--- src/rtl/wb_stream_writer.sv ---
// wb_stream_writer: Wishbone B4 burst master that drains a 32-bit valid/ready
// word stream into memory. A base address and word count are programmed with
// a start pulse; words are buffered in a small FIFO and written out as
// incrementing-address bursts of at most BURST_LEN beats.
module wb_stream_writer #(
   parameter int AW         = 32,
   parameter int BURST_LEN  = 4,
   parameter int FIFO_DEPTH = 16
) (
   input  logic          wb_clk_i,
   input  logic          wb_rst_i,
   input  logic          start_i,
   input  logic [AW-1:0] base_adr_i,
   input  logic [23:0]   length_i,
   output logic          busy_o,
   output logic          done_o,
   input  logic [31:0]   s_data_i,
   input  logic          s_valid_i,
   output logic          s_ready_o,
   output logic [AW-1:0] wb_adr_o,
   output logic [31:0]   wb_dat_o,
   output logic [3:0]    wb_sel_o,
   output logic          wb_we_o,
   output logic          wb_cyc_o,
   output logic          wb_stb_o,
   output logic [2:0]    wb_cti_o,
   output logic [1:0]    wb_bte_o,
   input  logic          wb_ack_i
);

   localparam int PW = $clog2(FIFO_DEPTH);
   localparam int CW = PW + 1;
   localparam int BW = $clog2(BURST_LEN) + 1;
   localparam logic [23:0]   BURST_LEN_W = 24'(BURST_LEN);
   localparam logic [CW-1:0] DEPTH_W     = CW'(FIFO_DEPTH);
   localparam logic [AW-1:0] WORD_MASK   = ~(AW'(3));
   localparam logic [AW-1:0] WORD_STEP   = AW'(4);

   typedef enum logic [1:0] {
      ST_IDLE  = 2'd0,
      ST_WAIT  = 2'd1,
      ST_BURST = 2'd2,
      ST_DONE  = 2'd3
   } state_t;

   state_t          state_r;
   logic [31:0]     mem_r [FIFO_DEPTH];
   logic [PW-1:0]   wr_ptr_r;
   logic [PW-1:0]   rd_ptr_r;
   logic [CW-1:0]   count_r;
   logic [23:0]     accepted_r;
   logic [23:0]     len_r;
   logic [23:0]     rem_r;
   logic [AW-1:0]   cur_adr_r;
   logic [BW-1:0]   burst_left_r;

   logic            push_s;
   logic            pop_s;
   logic            start_go_s;
   logic            last_word_s;
   logic            final_beat_s;
   logic            done_set_s;
   logic            busy_nxt_s;
   logic [CW-1:0]   count_nxt_s;
   logic [23:0]     accepted_nxt_s;
   logic [23:0]     len_nxt_s;
   logic [23:0]     beats_s;
   logic            burst_ok_s;
   logic [31:0]     head_s;
   logic [31:0]     head_nxt_s;

   assign wb_bte_o     = 2'b00;
   assign push_s       = s_valid_i & s_ready_o;
   assign pop_s        = (state_r == ST_BURST) & wb_stb_o & wb_ack_i;
   assign start_go_s   = (state_r == ST_IDLE) & start_i;
   assign last_word_s  = (rem_r == 24'd1);
   assign final_beat_s = (burst_left_r == BW'(1));
   assign head_s       = mem_r[rd_ptr_r];
   assign head_nxt_s   = mem_r[rd_ptr_r + PW'(1)];

   // Next-cycle values that the registered stream ready and busy flag depend on.
   always_comb begin
      count_nxt_s    = count_r + CW'(push_s) - CW'(pop_s);
      len_nxt_s      = len_r;
      accepted_nxt_s = accepted_r + 24'(push_s);
      done_set_s     = (pop_s & last_word_s) | ((state_r == ST_DONE) & ~done_o);
      busy_nxt_s     = busy_o;
      if (start_go_s) begin
         len_nxt_s      = length_i;
         accepted_nxt_s = 24'd0;
         busy_nxt_s     = 1'b1;
      end else if (done_set_s) begin
         busy_nxt_s     = 1'b0;
      end else begin
         busy_nxt_s     = busy_o;
      end
   end

   // Size of the next burst and whether the FIFO already holds all of its words.
   always_comb begin
      beats_s    = BURST_LEN_W;
      burst_ok_s = 1'b0;
      if (rem_r < BURST_LEN_W) begin
         beats_s = rem_r;
      end else begin
         beats_s = BURST_LEN_W;
      end
      burst_ok_s = (24'(count_r) >= beats_s);
   end

   // FIFO storage; entries are not cleared, the pointers define what is valid.
   always_ff @(posedge wb_clk_i) begin
      if (push_s) begin
         mem_r[wr_ptr_r] <= s_data_i;
      end
   end

   // FIFO pointers, fill count and stream-side accept bookkeeping.
   always_ff @(posedge wb_clk_i) begin
      if (wb_rst_i) begin
         wr_ptr_r   <= '0;
         rd_ptr_r   <= '0;
         count_r    <= '0;
         accepted_r <= 24'd0;
         len_r      <= 24'd0;
         s_ready_o  <= 1'b0;
      end else begin
         if (push_s) begin
            wr_ptr_r <= wr_ptr_r + PW'(1);
         end
         if (pop_s) begin
            rd_ptr_r <= rd_ptr_r + PW'(1);
         end
         count_r    <= count_nxt_s;
         accepted_r <= accepted_nxt_s;
         len_r      <= len_nxt_s;
         s_ready_o  <= busy_nxt_s & (count_nxt_s < DEPTH_W) & (accepted_nxt_s < len_nxt_s);
      end
   end

   // Transfer FSM and registered Wishbone master outputs.
   always_ff @(posedge wb_clk_i) begin
      if (wb_rst_i) begin
         state_r      <= ST_IDLE;
         rem_r        <= 24'd0;
         cur_adr_r    <= '0;
         burst_left_r <= '0;
         busy_o       <= 1'b0;
         done_o       <= 1'b0;
         wb_adr_o     <= '0;
         wb_dat_o     <= 32'd0;
         wb_sel_o     <= 4'h0;
         wb_we_o      <= 1'b0;
         wb_cyc_o     <= 1'b0;
         wb_stb_o     <= 1'b0;
         wb_cti_o     <= 3'b000;
      end else begin
         busy_o <= busy_nxt_s;
         done_o <= done_set_s;
         case (state_r)
            ST_IDLE: begin
               if (start_i) begin
                  cur_adr_r <= base_adr_i & WORD_MASK;
                  rem_r     <= length_i;
                  if (length_i == 24'd0) begin
                     state_r <= ST_DONE;
                  end else begin
                     state_r <= ST_WAIT;
                  end
               end
            end
            ST_WAIT: begin
               if (burst_ok_s) begin
                  state_r      <= ST_BURST;
                  burst_left_r <= beats_s[BW-1:0];
                  wb_cyc_o     <= 1'b1;
                  wb_stb_o     <= 1'b1;
                  wb_we_o      <= 1'b1;
                  wb_sel_o     <= 4'hF;
                  wb_adr_o     <= cur_adr_r;
                  wb_dat_o     <= head_s;
                  wb_cti_o     <= (beats_s == 24'd1) ? 3'b111 : 3'b010;
               end
            end
            ST_BURST: begin
               if (pop_s) begin
                  rem_r        <= rem_r - 24'd1;
                  cur_adr_r    <= cur_adr_r + WORD_STEP;
                  burst_left_r <= burst_left_r - BW'(1);
                  if (final_beat_s) begin
                     // Drop the cycle on the final ack; WAIT guarantees an idle gap.
                     wb_cyc_o <= 1'b0;
                     wb_stb_o <= 1'b0;
                     wb_we_o  <= 1'b0;
                     wb_sel_o <= 4'h0;
                     wb_cti_o <= 3'b000;
                     state_r  <= last_word_s ? ST_DONE : ST_WAIT;
                  end else begin
                     wb_adr_o <= wb_adr_o + WORD_STEP;
                     wb_dat_o <= head_nxt_s;
                     wb_cti_o <= (burst_left_r == BW'(2)) ? 3'b111 : 3'b010;
                  end
               end
            end
            ST_DONE: begin
               // Zero-length transfers arrive with done_o low and pulse it here.
               if (done_o) begin
                  state_r <= ST_IDLE;
               end
            end
            default: begin
               state_r <= ST_IDLE;
            end
         endcase
      end
   end

endmodule

--- config.mk ---
export PLATFORM = sky130hd
export DESIGN_NAME = wb_stream_writer
export DESIGN_NICKNAME = d
export VERILOG_FILES = /design/src/rtl/wb_stream_writer.sv
export SDC_FILE = /design/constraint.sdc
export NUM_CORES = 1
export LEC_CHECK = 0
export BUFFER_PORTS_ARGS = -buffer_cell sky130_fd_sc_hd__buf_2
export CELL_PAD_IN_SITES_DETAIL_PLACEMENT = 1
export CELL_PAD_IN_SITES_GLOBAL_PLACEMENT = 2
export CORE_ASPECT_RATIO = 1.1
export CORE_MARGIN = 5
export CORE_UTILIZATION = 31
export CTS_CLUSTER_SIZE = 28
export DETAILED_ROUTE_END_ITERATION = 8
export GPL_ROUTABILITY_DRIVEN = 0
export PLACE_DENSITY_LB_ADDON = 0.3
export SLEW_MARGIN = 25
export SYNTH_ARGS = -nofsm -noshare
export SYNTH_HDL_FRONTEND = slang
export SYNTH_SLANG_ARGS = --single-unit
export TNS_END_PERCENT = 30
--- constraint.sdc ---
create_clock -name wb_clk_i -period 8.9 [get_ports wb_clk_i]
set_clock_uncertainty 0.2 [all_clocks]
set_input_delay 0.89 -clock wb_clk_i [delete_from_list [all_inputs] [get_ports wb_clk_i]]
set_output_delay 0.89 -clock wb_clk_i [all_outputs]
set_load 0.03 [all_outputs]
==> flow_results.org <==
** Yosys
- Number of enable flip-flop cells after synthesis :: 512
- A synthesized cell averages 13.7 um^2.
- For this run, the number of Yosys warnings is 0.
- In the synthesized netlist the dominant register cell turns out to be edfxtp_1.
- Sequential cells were found to cover 56.7% of the synthesized design area.
- Synthesis instantiated 75 different standard cells from the library.
- Area of the mapped netlist :: 0.0339 mm^2
- Cell count after synthesis :: 2478
- Async S/R FF share, synth :: 0%
- The synthesized design contains 705 register bits.

** Worst setup path
- The worst setup path is captured at a register.
- The critical path contains buffers and inverters numbering 2 combined.
- Counting stages on the worst path, the most repeated cell is a21o_1.
- Crit path max-delay family :: simple AND/OR/NAND/NOR gates
- CP max stage cell :: nor4_4
- Critical path required time :: 9.25 ns
- The worst setup path is launched from a register.
- Number of cells traversed by the worst register-to-register path :: 14
- Path type of the worst setup path :: reg -> reg
- On the worst path, the slowest cell contributes a delay of 0.55 ns.
- Data on the critical path arrives at its endpoint at 4.81 ns.
- Cell-by-cell listing of the critical path :: nor4_2 > or2b_1 > nor4_4 > nand2_2 > inv_1 > ha_1 > nand2b_1 > a21o_1 > a21o_1 > a21oi_2 > a21boi_2 > buf_4 > nor2_1 > a32o_1
- Of all nets on the critical path, the largest fanout is 19.
- Counting buffers and inverters, the worst setup path is 14 cells deep.

** Floorplan
- In this run the core area contains 127 standard-cell rows.
- Initial standard-cell utilization of the core :: 31.2%
- The core region is 0.109 mm^2.
- Pin placement for this block handled 172 I/O pins.
- The die is 325 um wide.
- The die is 357 um tall.
- The die covers 0.116 mm^2.

** Global routing
- Entering global routing, the biggest net connects 178 pins.
- Summed over all layers, the global routing overflow is 0.
- The number of antenna violations at the first check in global routing was 13.
- Total GRT Usage :: 18.0%
- The first global-routing pass estimated 160000 um of wire.
- The number of global-route vias before repair came to 24400.

** Timing
- Max-slew violation count :: 0
- Minimum hold slack :: 0.276 ns
- Post-route worst setup slack :: 4.45 ns
- Final Hold Fails :: 0
- Setup repair after global routing left no endpoint under its margin.
- Clock period minus worst slack :: 4.45 ns
- Actual slew at the worst max-slew pin :: 1.06 ns
- Setup violations, final :: 0
- Summed over all failing endpoints, the final setup total negative slack is 0 ns.
- Timing would allow up to 0.225 GHz.
- In this run the tightest slew margin relative to its limit is 29.1%.
- Dividing the final minimum period by the clock period gives 50.0%.

** Clock tree
- Buffers added to address setup during post-CTS repair amount to 0.
- Root buffer selected by CTS :: clkbuf_16
- CTS built an H-tree with a depth of 3.
- Sink Count :: 705
- Number of gates given a new drive strength after cts :: 0
- The number of hold buffers added after CTS was 0.
- After clock tree synthesis, the clock-pin slew on the worst setup and hold paths is 0.06 ns.
- Maximum count of clock buffers along a single path :: 3
- Cts bufs inserted :: 82
- TritonCTS built the clock tree.
- The later pin in the worst-skew pair is clocked with a latency of 0.67 ns.

** Place
- Number of buffers added on ports :: 167
- HPWL after detailed placement :: 61000 um
- Worst-case setup slack after placement :: 4.30 ns

** Final layout
- Finished Core Util :: 35.9%
- FILL cells :: 11400
- Summing all flip-flop and latch instances after layout gives 0.0193 mm^2.
- Fraction of final layout cells sized beyond drive strength 1 :: 25.4%
- Relative to the synthesized area, the layout overhead comes to 15.0%.
- In the final design database the tool counted 2714 nets.
- Multi-input gate area :: 0.0139 mm^2

** Drt
- Drt initial violations :: 1671
- Total vias in the final route :: 22700
- Total wire length after detailed routing :: 107000 um
- Vias per cell :: 5.58
- Number of nets with antenna violations after detailed routing :: 0
- Average wire per standard cell :: 26.2 um
- After detailed routing, the number of remaining DRC violations is 0.
- First-pass iteration count of the detailed router :: 4

** Job
- Max_cap viols :: 0

** Hold path
- Path class of the lowest-slack min-delay path :: reg -> reg
- Along the worst hold path, the cell count comes to 2.

** Outcome
- Outcome :: finished, final reports clean

** Power and ir drop
- Maximum vdd drop :: 0.163 mV
- Leakage power total :: 12.3 nW
- In this run the power density over the cells is 226 mW/mm^2.
-- cells by family (layout without fill, tap and decap cells) --
group | after synthesis | in the layout | share of synthesized area (%)
other | 2 | 9 | 0.0221
AND/OR/NAND/NOR | 588 | 588 | 8.39
AO/OA/AOI/OAI | 501 | 501 | 9.70
buffers and inverters | 221 | 383 | 2.82
flip-flops | 705 | 705 | 56.7
XOR/XNOR | 33 | 33 | 0.874
adder cells (fa/ha/maj) | 48 | 48 | 1.79
multiplexers | 380 | 380 | 19.7
-- final timing paths --
| check | startpoint | end | slack [ns] |
|---|---|---|---|
| max | rem_r[2] | wb_adr_o[25] | 4.45 |
| min reg2reg | wb_adr_o[31] | wb_adr_o[31] | 0.28 |
| min | wb_adr_o[31] | wb_adr_o[31] | 0.28 |
| max reg2reg | rem_r[2] | wb_adr_o[25] | 4.45 |
-- worst reg2reg max path, delay by kind of cell, from the launching register on --
family / cells / cell delay (ns)
simple gates: 6 / 1.73
compound gates: 5 / 1.47
buf+inv: 2 / 0.39
flops: 1 / 0.36
fa+ha+maj: 1 / 0.22
-- routing by layer --
metal	GRT usage [%]	part of all wire, %	wire, um	vias up
met1	22.7	42	45300	12000
met3	3.31	4.8	5120	135
li1	-	-	-	10100
met5	0	0.056	60	-
met2	32.3	51	54100	531
met4	4.26	1.9	2010	10
-- final cells by class --
class / count / share of cell area [%]
Antenna cell: 5 / 0.0321
Clock buffer: 114 / 5.85
Clock inverter: 39 / 1.26
Inverter: 21 / 0.202
Multi-Input combinational cell: 1554 / 35.7
Sequential cell: 705 / 49.3
Tap cell: 1419 / 4.55
Timing Repair Buffer: 209 / 3.07
-- metrics by stage --
step                instance area, um^2  instances  total power, mW
floorplan                         33900       2480             4.95
global placement                  36200       3908             5.40
detailed placement                36200       3908             5.45
CTS                               39000       4061             8.95
global route                      39000       4061             9.23
finish                            39000       4066             8.81
-- cells in the mapped netlist, drive strengths merged (32+ instances only) --
cell / count / share of area, %
a211oi: 97 / 2.1
a21oi: 122 / 1.8
a221oi: 34 / 0.88
buf: 75 / 1.2
clkbuf: 125 / 1.4
dfxtp: 193 / 11
edfxtp: 512 / 45
ha: 47 / 1.7
mux2: 64 / 2.1
mux2i: 92 / 2.7
mux4: 224 / 15
nand2: 142 / 1.6
nand3: 45 / 0.66
nor2: 199 / 2.2
nor3: 40 / 0.60
nor3b: 33 / 0.73
o21ai: 117 / 1.7
o221ai: 32 / 0.83
-- registers in the layout, indices dropped and copies added, names as in the netlist, 2 cells and up, named ones only --
register and flops:
len_r 24, rem_r 24, wb_cti_o 2, accepted_r 24
count_r 5, cur_adr_r 30, mem_r 512, wr_ptr_r 4
burst_left_r 3, rd_ptr_r 4, wb_dat_o 32, wb_adr_o 31
state_r 2
-- cells in the final DEF (no fill, tap or decap), types with 32 or more instances in the layout --
master / instances
buf_2: 166
mux2_2: 64
a21oi_1: 119
edfxtp_1: 512
nor2_1: 187
dfxtp_1: 188
ha_1: 46
mux4_2: 224
o21ai_0: 116
buf_4: 38
nand2_1: 141
a221oi_1: 34
nand3_1: 45
clkbuf_16: 82
a211oi_1: 97
nor3b_1: 33
nor3_1: 35
o221ai_1: 32
mux2i_1: 92
-- where the power goes --
group / switching [mW] / internal, mW
Combinational: 0.948 / 0.567
Clock: 1.43 / 2.02
Sequential: 0.168 / 3.67
No activity file was read; power rests on OpenSTA's default activity.
